==> src/rtl/tetris_pkg.sv <==
// Shared types for the Tetris command scheduler: command codes, run states,
// USB HID keycodes and the level-dependent gravity period helper.
package tetris_pkg;

    typedef enum logic [2:0] {
        CMD_NONE      = 3'd0,
        CMD_LEFT      = 3'd1,
        CMD_RIGHT     = 3'd2,
        CMD_ROTATE    = 3'd3,
        CMD_SOFT_DROP = 3'd4,
        CMD_HARD_DROP = 3'd5,
        CMD_GRAVITY   = 3'd6,
        CMD_RESTART   = 3'd7
    } cmd_t;

    typedef enum logic [1:0] {
        ST_RUN    = 2'd0,
        ST_PAUSED = 2'd1,
        ST_OVER   = 2'd2
    } state_t;

    localparam logic [7:0] KEY_LEFT   = 8'h04;
    localparam logic [7:0] KEY_RIGHT  = 8'h07;
    localparam logic [7:0] KEY_ROTATE = 8'h1A;
    localparam logic [7:0] KEY_SOFT   = 8'h16;
    localparam logic [7:0] KEY_HARD   = 8'h2C;
    localparam logic [7:0] KEY_PAUSE  = 8'h13;
    localparam logic [7:0] KEY_ENTER  = 8'h28;

    // Saturating period: once level*step reaches base the subtraction would wrap.
    function automatic logic [7:0] gravPeriod(input logic [3:0] lvl,
                                              input logic [7:0] base,
                                              input logic [7:0] step,
                                              input logic [7:0] minPeriod);
        logic [7:0] prod;
        logic [7:0] diff;
        prod = {4'd0, lvl} * step;
        diff = base - prod;
        if (prod >= base || diff < minPeriod)
            return minPeriod;
        return diff;
    endfunction

endpackage

==> src/rtl/tetris_cmd_sched_if.sv <==
// Valid/ready command channel from the scheduler to the block/grid engine.
interface tetris_cmd_sched_if;
    import tetris_pkg::*;

    cmd_t cmd;
    logic cmd_valid;
    logic cmd_ready;

    modport master (output cmd, output cmd_valid, input cmd_ready);
    modport slave  (input cmd, input cmd_valid, output cmd_ready);

endinterface

==> src/rtl/tetris_cmd_sched_key_repeat.sv <==
// Per-key repeat generator: fires on a press, then after FIRST_DELAY held
// frames, then every REPEAT_PERIOD held frames.
module key_repeat #(
    parameter int FIRST_DELAY   = 10,
    parameter int REPEAT_PERIOD = 3
) (
    input  logic Clk,
    input  logic Reset,
    input  logic i_tick,
    input  logic i_press,
    input  logic i_hold,
    input  logic i_enable,
    output logic o_req
);

    localparam logic [7:0] L_FIRST = 8'(FIRST_DELAY);
    localparam logic [7:0] L_WRAP  = 8'(FIRST_DELAY + REPEAT_PERIOD);

    logic [7:0] r_holdCnt;
    logic [7:0] w_nextCnt;
    logic       w_fire;

    assign w_nextCnt = r_holdCnt + 8'd1;
    assign w_fire    = i_hold && (w_nextCnt == L_FIRST || w_nextCnt == L_WRAP);
    assign o_req     = i_tick && i_enable && (i_press || w_fire);

    // The count folds back to FIRST_DELAY at each repeat so it never overflows.
    always_ff @(posedge Clk) begin
        if (Reset) begin
            r_holdCnt <= 8'd0;
        end else if (i_tick && i_enable) begin
            if (i_hold)
                r_holdCnt <= (w_nextCnt == L_WRAP) ? L_FIRST : w_nextCnt;
            else
                r_holdCnt <= 8'd0;
        end
    end

endmodule

==> src/rtl/tetris_cmd_sched.sv <==
// Frame-rate command scheduler: keycode sampling, gravity, run/pause/over FSM
// and priority arbitration onto one command channel. Macro: TETRIS_DAS_EN.
module tetris_cmd_sched
    import tetris_pkg::*;
#(
    parameter int DAS_FRAMES  = 10,
    parameter int ARR_FRAMES  = 3,
    parameter int SOFT_FRAMES = 2,
    parameter int GRAV_BASE   = 48,
    parameter int GRAV_STEP   = 4,
    parameter int GRAV_MIN    = 2
) (
    input  logic                      Clk,
    input  logic                      Reset,
    input  logic                      vsync,
    input  logic [7:0]                keycode,
    input  logic [3:0]                level,
    input  logic                      game_over,
    tetris_cmd_sched_if.master        bus,
    output logic                      paused,
    output logic                      running
);

    logic       r_vsyncQ;
    logic [7:0] r_kcPrev;
    logic [7:0] r_gravCnt;
    logic [7:1] r_pend;
    state_t     r_state;
    state_t     w_stateNext;

    logic       w_tick;
    logic       w_runEn;
    logic       w_clearFlags;
    logic       w_accept;
    logic       w_gravInc;
    logic       w_gravFire;
    logic       w_dropAccepted;
    logic [7:0] w_period;
    logic [7:1] w_set;
    logic [7:1] w_acceptMask;
    logic [7:1] w_pendNext;
    cmd_t       w_winner;

    logic w_pressLeft, w_pressRight, w_pressRotate, w_pressSoft;
    logic w_pressHard, w_pressPause, w_pressEnter, w_holdSoft;
    logic w_reqLeft, w_reqRight, w_reqSoft;

    assign w_tick = vsync && !r_vsyncQ;

    assign w_pressLeft   = (keycode == KEY_LEFT)   && (r_kcPrev != KEY_LEFT);
    assign w_pressRight  = (keycode == KEY_RIGHT)  && (r_kcPrev != KEY_RIGHT);
    assign w_pressRotate = (keycode == KEY_ROTATE) && (r_kcPrev != KEY_ROTATE);
    assign w_pressSoft   = (keycode == KEY_SOFT)   && (r_kcPrev != KEY_SOFT);
    assign w_pressHard   = (keycode == KEY_HARD)   && (r_kcPrev != KEY_HARD);
    assign w_pressPause  = (keycode == KEY_PAUSE)  && (r_kcPrev != KEY_PAUSE);
    assign w_pressEnter  = (keycode == KEY_ENTER)  && (r_kcPrev != KEY_ENTER);
    assign w_holdSoft    = (keycode == KEY_SOFT)   && (r_kcPrev == KEY_SOFT);

    always_ff @(posedge Clk) begin
        if (Reset) begin
            r_vsyncQ <= 1'b0;
            r_kcPrev <= 8'd0;
            r_state  <= ST_RUN;
        end else begin
            r_vsyncQ <= vsync;
            if (w_tick)
                r_kcPrev <= keycode;
            r_state <= w_stateNext;
        end
    end

    // Game over outranks a pause toggle arriving on the same frame.
    always_comb begin
        w_stateNext = r_state;
        if (w_tick) begin
            case (r_state)
                ST_RUN: begin
                    if (game_over)         w_stateNext = ST_OVER;
                    else if (w_pressPause) w_stateNext = ST_PAUSED;
                end
                ST_PAUSED: begin
                    if (game_over)         w_stateNext = ST_OVER;
                    else if (w_pressPause) w_stateNext = ST_RUN;
                end
                ST_OVER: begin
                    if (w_pressEnter)      w_stateNext = ST_RUN;
                end
                default: w_stateNext = ST_RUN;
            endcase
        end
    end

    // Requests and counters only advance on frames that both start and stay in RUN.
    assign w_runEn      = (r_state == ST_RUN) && (w_stateNext == ST_RUN);
    assign w_clearFlags = (w_stateNext != r_state) && (w_stateNext != ST_RUN);

`ifdef TETRIS_DAS_EN
    logic w_holdLeft, w_holdRight;
    assign w_holdLeft  = (keycode == KEY_LEFT)  && (r_kcPrev == KEY_LEFT);
    assign w_holdRight = (keycode == KEY_RIGHT) && (r_kcPrev == KEY_RIGHT);

    key_repeat #(.FIRST_DELAY(DAS_FRAMES), .REPEAT_PERIOD(ARR_FRAMES)) u_repLeft (
        .Clk(Clk), .Reset(Reset), .i_tick(w_tick), .i_press(w_pressLeft),
        .i_hold(w_holdLeft), .i_enable(w_runEn), .o_req(w_reqLeft));

    key_repeat #(.FIRST_DELAY(DAS_FRAMES), .REPEAT_PERIOD(ARR_FRAMES)) u_repRight (
        .Clk(Clk), .Reset(Reset), .i_tick(w_tick), .i_press(w_pressRight),
        .i_hold(w_holdRight), .i_enable(w_runEn), .o_req(w_reqRight));
`else
    assign w_reqLeft  = w_tick && w_runEn && w_pressLeft;
    assign w_reqRight = w_tick && w_runEn && w_pressRight;
`endif

    key_repeat #(.FIRST_DELAY(SOFT_FRAMES), .REPEAT_PERIOD(SOFT_FRAMES)) u_repSoft (
        .Clk(Clk), .Reset(Reset), .i_tick(w_tick), .i_press(w_pressSoft),
        .i_hold(w_holdSoft), .i_enable(w_runEn), .o_req(w_reqSoft));

    assign w_period   = gravPeriod(level, 8'(GRAV_BASE), 8'(GRAV_STEP), 8'(GRAV_MIN));
    assign w_gravInc  = w_tick && w_runEn;
    assign w_gravFire = w_gravInc && (({1'b0, r_gravCnt} + 9'd1) >= {1'b0, w_period});
    assign w_accept   = bus.cmd_valid && bus.cmd_ready;
    assign w_dropAccepted = w_accept &&
                            (bus.cmd == CMD_SOFT_DROP || bus.cmd == CMD_HARD_DROP);

    always_ff @(posedge Clk) begin
        if (Reset)
            r_gravCnt <= 8'd0;
        else if (w_dropAccepted || w_gravFire)
            r_gravCnt <= 8'd0;
        else if (w_gravInc)
            r_gravCnt <= r_gravCnt + 8'd1;
    end

    // New requests are OR-ed in after acceptance clears, so a same-cycle set survives.
    always_comb begin
        w_set = '0;
        w_set[CMD_LEFT]      = w_reqLeft;
        w_set[CMD_RIGHT]     = w_reqRight;
        w_set[CMD_ROTATE]    = w_tick && w_runEn && w_pressRotate;
        w_set[CMD_SOFT_DROP] = w_reqSoft;
        w_set[CMD_HARD_DROP] = w_tick && w_runEn && w_pressHard;
        w_set[CMD_GRAVITY]   = w_gravFire;
        w_set[CMD_RESTART]   = w_tick && (r_state == ST_OVER) && w_pressEnter;

        w_acceptMask = '0;
        for (int i = 1; i < 8; i++)
            w_acceptMask[i] = w_accept && (bus.cmd == cmd_t'(i));

        w_pendNext = (r_pend & ~w_acceptMask) | w_set;
        if (w_clearFlags)
            w_pendNext = w_pendNext & 7'b100_0000;
    end

    always_comb begin
        w_winner = CMD_NONE;
        if      (w_pendNext[CMD_RESTART])   w_winner = CMD_RESTART;
        else if (w_pendNext[CMD_HARD_DROP]) w_winner = CMD_HARD_DROP;
        else if (w_pendNext[CMD_ROTATE])    w_winner = CMD_ROTATE;
        else if (w_pendNext[CMD_LEFT])      w_winner = CMD_LEFT;
        else if (w_pendNext[CMD_RIGHT])     w_winner = CMD_RIGHT;
        else if (w_pendNext[CMD_SOFT_DROP]) w_winner = CMD_SOFT_DROP;
        else if (w_pendNext[CMD_GRAVITY])   w_winner = CMD_GRAVITY;
    end

    // Arbitrating on the next-state flags lets a tick's request be offered one cycle later.
    always_ff @(posedge Clk) begin
        if (Reset) begin
            r_pend        <= '0;
            bus.cmd_valid <= 1'b0;
            bus.cmd       <= CMD_NONE;
        end else begin
            r_pend <= w_pendNext;
            if (w_accept) begin
                bus.cmd_valid <= 1'b0;
            end else if (!bus.cmd_valid && w_winner != CMD_NONE) begin
                bus.cmd_valid <= 1'b1;
                bus.cmd       <= w_winner;
            end
        end
    end

    assign paused  = (r_state == ST_PAUSED);
    assign running = (r_state == ST_RUN);

endmodule

==> src/flat_wrapper.sv <==
// flat-port wrapper written by rule: the top's interface ports become plain ports
module tetris_cmd_sched_flat import tetris_pkg::*;
#(
    parameter int DAS_FRAMES  = 10,
    parameter int ARR_FRAMES  = 3,
    parameter int SOFT_FRAMES = 2,
    parameter int GRAV_BASE   = 48,
    parameter int GRAV_STEP   = 4,
    parameter int GRAV_MIN    = 2
)
  (Clk, Reset, vsync, keycode, level, game_over, paused, running, bus_cmd, bus_cmd_valid, bus_cmd_ready);
  tetris_cmd_sched_if bus_i ();
  input  logic Clk;
  input  logic Reset;
  input  logic vsync;
  input  logic [7:0] keycode;
  input  logic [3:0] level;
  input  logic game_over;
  output logic paused;
  output logic running;
  output wire logic [$bits(bus_i.cmd)-1:0] bus_cmd;
  output wire logic [$bits(bus_i.cmd_valid)-1:0] bus_cmd_valid;
  input wire logic [$bits(bus_i.cmd_ready)-1:0] bus_cmd_ready;
  assign bus_cmd = bus_i.cmd;
  assign bus_cmd_valid = bus_i.cmd_valid;
  assign bus_i.cmd_ready = bus_cmd_ready;
  tetris_cmd_sched #(.DAS_FRAMES(DAS_FRAMES), .ARR_FRAMES(ARR_FRAMES), .SOFT_FRAMES(SOFT_FRAMES), .GRAV_BASE(GRAV_BASE), .GRAV_STEP(GRAV_STEP), .GRAV_MIN(GRAV_MIN)) u_core (.Clk(Clk), .Reset(Reset), .vsync(vsync), .keycode(keycode), .level(level), .game_over(game_over), .bus(bus_i), .paused(paused), .running(running));
endmodule
==> config.mk <==
export PLATFORM = sky130hd
export DESIGN_NAME = tetris_cmd_sched_flat
export DESIGN_NICKNAME = d
export VERILOG_FILES = /design/src/rtl/tetris_pkg.sv /design/src/rtl/tetris_cmd_sched_if.sv /design/src/rtl/tetris_cmd_sched_key_repeat.sv /design/src/rtl/tetris_cmd_sched.sv /design/src/flat_wrapper.sv
export SDC_FILE = /design/constraint.sdc
export NUM_CORES = 1
export LEC_CHECK = 0
export ABC_CLOCK_PERIOD_IN_PS = 3600
export BUFFER_PORTS_ARGS = -buffer_cell sky130_fd_sc_hd__clkbuf_2
export CORE_ASPECT_RATIO = 1.1
export CORE_UTILIZATION = 59
export CTS_CLUSTER_SIZE = 20
export DETAILED_ROUTE_END_ITERATION = 7
export PLACE_DENSITY = 0.84
export SLEW_MARGIN = 20
export SYNTH_ARGS = -nofsm -noshare
export SYNTH_HDL_FRONTEND = slang
export SYNTH_SLANG_ARGS = --single-unit
==> constraint.sdc <==
create_clock -name Clk -period 3.6 [get_ports Clk]
set_clock_uncertainty 0.15 [all_clocks]
set_input_delay 0.18 -clock Clk [delete_from_list [all_inputs] [get_ports Clk]]
set_output_delay 0.18 -clock Clk [all_outputs]
set_load 0.05 [all_outputs]
==> After elaboration in Yosys (flattened, before gate mapping) <==
Index checks and enable logic that the tools add are counted.
{ "totals": {"inputBits": 17, "word_cells": 111, "register_bits": 38} }
{ "classes": {"addsub": 4, "reduce_logical": 45, "bitwise_logic": 4, "n_mux": 20, "n_lt_le_gt_ge": 3, "eq_ne": 27} }
{ "op_table": {"columns": ["operator", "count"], "rows": [
  ["8-bit by 5-bit == test with 1-bit output (second input constant)", 4],
  ["8-bit two-way mux", 4],
  ["1-bit logical AND", 31],
  ["8-bit by 3-bit == test with 1-bit output (second input constant)", 3],
  ["8-bit by 5-bit != test with 1-bit output (second input constant)", 3],
  ["3-bit two-way mux", 7],
  ["8-bit by 1-bit adder with 8-bit output (second input constant)", 2],
  ["8-bit by 6-bit == test with 1-bit output (second input constant)", 2],
  ["8-bit by 3-bit != test with 1-bit output (second input constant)", 2],
  ["8-bit by 6-bit != test with 1-bit output (second input constant)", 2],
  ["3-bit == test (second input constant)", 4],
  ["2-bit two-way mux", 6],
  ["8-bit by 1-bit adder with 9-bit output (second input constant)", 1],
  ["9-bit by 8-bit >= comparator with 1-bit output", 1],
  ["8-bit by 2-bit == test with 1-bit output (second input constant)", 1],
  ["8-bit by 2-bit < comparator with 1-bit output (second input constant)", 1],
  ["7-bit bitwise AND", 1],
  ["7-bit inverter", 1],
  ["7-bit bitwise OR", 1],
  ["6-bit by 6-bit subtractor with 7-bit output (first input constant)", 1],
  ["3-bit by 2-bit == test with 1-bit output (second input constant)", 2],
  ["6-bit >= comparator (second input constant)", 1],
  ["6-bit two-way mux", 1],
  ["2-bit one-hot mux with 3 select lines", 1],
  ["13 further kinds", 20]
]} }

==> Logic depth before layout (Yosys ltp) <==
{ "logic_depth": {"word_depth": 22, "mapped_depth": 13, "depth_no_buf": 13} }

==> Hierarchy <==
From an unflattened synthesis, not the netlist that was laid out.
{ "hier_totals": {"hier_cells": 317, "area_unflattened_um2": 2493.6} }
{ "by_module_without_submodules": {"columns": ["module", "instances", "area_per_inst_um2", "seq_area_each_um2", "cells_per_inst"], "rows": [
  ["tetris_cmd_sched", 1, 1984.4, 600.6, 249],
  ["key_repeat", 1, 509.2, 160.2, 68]
]} }

==> Worst setup path after synthesis <==
Ideal clock, no wire load.
{ "synth_timing": {"path_kind": "reg2reg", "startpoint": "register u_core.r_gravCnt[2]", "endpoint": "register u_core.bus.cmd[2]", "setup_slack_ns": 0.625, "period_less_slack_ns": 2.975, "path_stages_with_launch": 14, "path_buffers": 0, "arrival_ns": 2.692, "path_cell_list": "dfxtp_1 nand3_1 or2_2 inv_1 nand3_1 xnor2_1 ha_1 nand4_1 nor2_1 a311oi_1 a21oi_2 or3_1 a211oi_1 a2111oi_2"} }
{ "synth_between": {"elab_chain_len": 15} }
{ "synth_lines": {"columns": ["element", "line_no", "text"], "rows": [
  ["from (decl)", "tetris_cmd_sched.sv:26", "logic [7:0] r_gravCnt;"],
  ["from (signal assigned)", "tetris_cmd_sched.sv:131", "r_gravCnt <= r_gravCnt + 8'd1;"],
  ["8-bit by 1-bit adder with 9-bit output *", "tetris_cmd_sched.sv:120", "assign w_gravFire = w_gravInc && (({1'b0, r_gravCnt} + 9'd1) >= {1'b0, w_period});"],
  ["9-bit by 8-bit >= comparator with 1-bit output *", "tetris_cmd_sched.sv:120", null],
  ["1-bit logical AND *", "tetris_cmd_sched.sv:120", null],
  ["7-bit bitwise OR *", "tetris_cmd_sched.sv:149", "w_pendNext = (r_pend & ~w_acceptMask) | w_set;"],
  ["6-bit two-way mux *", "tetris_cmd_sched.sv:150", "if (w_clearFlags)"],
  ["3-bit two-way mux *", "tetris_cmd_sched.sv:162", "else if (w_pendNext[CMD_GRAVITY]) w_winner = CMD_GRAVITY;"],
  ["3-bit two-way mux *", "tetris_cmd_sched.sv:161", "else if (w_pendNext[CMD_SOFT_DROP]) w_winner = CMD_SOFT_DROP;"],
  ["3-bit two-way mux *", "tetris_cmd_sched.sv:160", "else if (w_pendNext[CMD_RIGHT]) w_winner = CMD_RIGHT;"],
  ["3-bit two-way mux *", "tetris_cmd_sched.sv:159", "else if (w_pendNext[CMD_LEFT]) w_winner = CMD_LEFT;"],
  ["3-bit two-way mux *", "tetris_cmd_sched.sv:158", "else if (w_pendNext[CMD_ROTATE]) w_winner = CMD_ROTATE;"],
  ["3-bit two-way mux *", "tetris_cmd_sched.sv:157", "else if (w_pendNext[CMD_HARD_DROP]) w_winner = CMD_HARD_DROP;"],
  ["3-bit two-way mux *", "tetris_cmd_sched.sv:156", "if (w_pendNext[CMD_RESTART]) w_winner = CMD_RESTART;"],
  ["3-bit nonzero test", "tetris_cmd_sched.sv:175", "end else if (!bus.cmd_valid && w_winner != CMD_NONE) begin"],
  ["1-bit logical AND", "tetris_cmd_sched.sv:175", null],
  ["2-bit AND reduction (no source line)", null, null],
  ["to (signal assigned)", "tetris_cmd_sched.sv:177", "bus.cmd <= w_winner;"],
  ["to (decl)", "tetris_cmd_sched_if.sv:9", "modport master (output cmd, output cmd_valid, input cmd_ready);"]
]} }
Every way passes the cells marked *; elsewhere a longest branch is shown, timed or not.
A chain may end at the register's enable or synchronous reset.

==> Worst setup path after layout <==
Same ends and word-level chain as after synthesis.

==> metrics.md <==
| Metric | Value |
|---|---|
| Status | complete, no violations |
| Die Height | slightly above 70 µm |
| Vias in the first global route | 2,318 |
| Fmax achieved | 308 MHz |
| CP startpoint kind | flop |
| GRT Overall Usage | 0.283 |
| Setup crit end kind | flop |
| Area of the mapped netlist | between 2000 and 3000 µm² |
| GPL Wtd Cong | roughly 0.86 |
| Grt ovf | 0 |
| Antenna violations before repair | 0 |
| GR Layer Usage met3 | 0.0468 |
| Final Cycle Share | 0.903 |
| Worst skew pair latency | roughly 0.29 ns |
| Worst path required time | roughly 3.6 ns |
| Die area | 4560 µm² |
| Vias | about 2,400 |
| Placed Cells incl. Taps | ~390 |
| Power, Total | 822 µW |
| Tightest Hold Check Type | primary input to flop |
| Worst Tran Pin Value | just over 0.7 ns |
| Slew headroom | 0.528 |
| DR vias/cell | 6.05 |
| GRT met1 Usage | 0.345 |
| Sequential area share after synthesis | 0.300 |
| EDFF count, synth | 0 |
| Final ANT Viol Nets | 0 |
| Critical path class | flop to flop |
| # diodes | 0 |
| # Post-CTS Setup Buffers | 0 |
| CTS Buf Count | 5 |
| Final Setup Violations | 0 |
| Yosys Warn Count | 0 |
| Most frequent cells in the layout | 38 x dfxtp_1, 36 x nand2_1, 33 x nor2_1, 25 x a21oi_1, 22 x clkbuf_2 |
| Max Cap Violations | 0 |
| CP Max Fanout | 6 |
| Hold Fails Final Rpt | 0 |
| Htree depth | 2 |
| Die width | ~64 µm |
| DR WL/cell | 14.8 µm |
| Routed wire length | 5810 µm |
| GR Layer Usage met2 | 0.497 |
| Pin count of the biggest net entering global routing | 25 |
| Non-Filler Instances | around 390 |
| Clock slew at reported path FFs | 0.07 ns |
| RSZ-0062 raised after global routing | false |
| Min Tclk post-route | 3.25 ns |
| DR DRC count | 0 |
| Max VDD drop | 266 µV |
| Mapped Cells | 320 |
| Core ar. | just over 4000 µm² |
| Starting Density | 0.629 |
| CP arrival | 3.25 ns |
| Design area | 2760 µm² |
| Global-route wire length before repair | slightly above 10,000 µm |
| Row Count | 24 |
| Most common cell after layout, fill and taps aside | dfxtp_1 |
| Port Buffers | 22 |
| Synth Register Bits | 38 |
| Placed cell area | between 2000 and 3000 µm² |
| Pins Over Slew Limit | 0 |
| Root buffer cell | clkbuf_8 |
| P_leak | 1.12 nW |
| Area Overhead vs Synth | 9.09% |
| Drt first pass iters | 4 |
| Cell Pwr Density | ~300 nW/µm² |
| Final nets | 369 |
| TritonCTS clock tree | built |
| Clk buf depth | 2 |
| I/O Pins | 23 |
| Busiest grt layer | met2 |
| Share of cells above drive strength 1 | 0.144 |
| FFs w/ async S/R, synth | 0 |
| DPL Wire Length | 4280 µm |
| Top FF cell, synth | dfxtp_1 |
| Iter 0 DRT Violations | 214 |
| Sink Count | 38 |
| Mapped Avg Cell Area | 7.91 µm² |
| Setup TNS | 0 ns |
| Post-synth cell types | 65 |
[cells in the mapped netlist (3+ instances only)]
master    instances  area [µm²]
xor2_1            5        43.8
nand2b_1         11        68.8
and3_1            6        37.5
nand4_1           9        56.3
a41oi_1           3        26.3
o21a_1            3        22.5
ha_1             11         138
nor2b_1           6        37.5
nor2_1           33         124
clkbuf_1         10        37.5
a21oi_1          25         125
dfxtp_1          38         761
or3_1             8        50.1
a31oi_1           3        18.8
xnor2_1           7        61.3
o21ai_0          16        80.1
nand2_1          36         135
nor3_1            7        35.0
nor3b_1           3        22.5
o31ai_1           5        37.5
nand3_1           7        35.0
inv_1            16        60.1
[state kept, by name (all words and copies together) (netlist names)]
register                    flops
u_core.bus.cmd                  3
u_core.r_gravCnt                8
u_core.bus.cmd_valid            1
u_core.u_repSoft.r_holdCnt      8
u_core.r_state                  2
u_core.r_vsyncQ                 1
u_core.r_pend                   7
u_core.r_kcPrev                 8
[layout make-up]
cell class                      count  area (µm²)
Tap cell                           52        65.1
Clock inverter                      2        10.0
Multi-Input combinational cell    257        1680
Clock buffer                        5        68.8
Timing Repair Buffer               23         120
Fill cell                         354        1260
Inverter                           16        60.1
Sequential cell                    38         761
[worst paths after layout]
path | cells past startpoint | slack (ns) | from | to
worst max-delay path | 13 | 0.35 | u_core.r_gravCnt[2]$_SDFFE_PP0P_ | u_core.bus.cmd[2]$_SDFFE_PP0P_
worst min-delay path | 3 | 0.009 | keycode[7] | u_core.r_kcPrev[7]$_SDFFE_PP0P_
worst max register to register | 13 | 0.35 | u_core.r_gravCnt[2]$_SDFFE_PP0P_ | u_core.bus.cmd[2]$_SDFFE_PP0P_
worst min register to register | 2 | 0.32 | u_core.r_kcPrev[1]$_SDFFE_PP0P_ | u_core.r_kcPrev[1]$_SDFFE_PP0P_
[per-layer routing]
metal	up-vias	part of all wire	wire length [µm]
li1	1193	-	-
met1	1134	0.45	2610
met2	43	0.50	2920
met5	-	0	0
met4	0	0.012	69
met3	7	0.035	206
[power by group]
group / switching, mW / internal, mW
registers: 0.0114 / 0.429
logic: 0.0660 / 0.0377
clock network: 0.148 / 0.130
[critical path, stage by stage (launching register included)]
cell and delay, ns:
dfxtp_1 0.40, nand3_1 0.15, or2_2 0.36, inv_1 0.07
nand3_1 0.11, xnor2_1 0.16, ha_1 0.27, nand4_1 0.10
nor2_1 0.06, a311oi_1 0.31, a21oi_2 0.17, or3_1 0.43
a211oi_1 0.28, a2111oi_2 0.09
[metrics by stage]
stage	hold WS (ns)	util	worst slack [ns]
after global placement	0.295	0.664	0.484
after global routing	0.0108	0.687	0.0906
final	0.00945	0.687	0.348
after floorplan	0.0989	-	0.625
after detailed placement	0.303	0.664	0.391
after CTS	0.00317	0.687	0.372
[cells by family after synthesis]
logic type | count (synthesis) | synth area share
simple gates | 148 | 0.324
compound gates | 83 | 0.236
flops | 38 | 0.300
buf+inv | 26 | 0.0385
xor+xnor | 12 | 0.0415
fa+ha+maj | 11 | 0.0543
other cells | 1 | 0.00148
mux | 1 | 0.00395
[what timing repair did]
| action | CTS | global route |
|---|---|---|
| endpoints found under the hold margin | 1 | 0 |
| hold buffers | 1 | 0 |
| resized for setup | 0 | 0 |
Note: power is estimated with default switching activity, not from simulation.
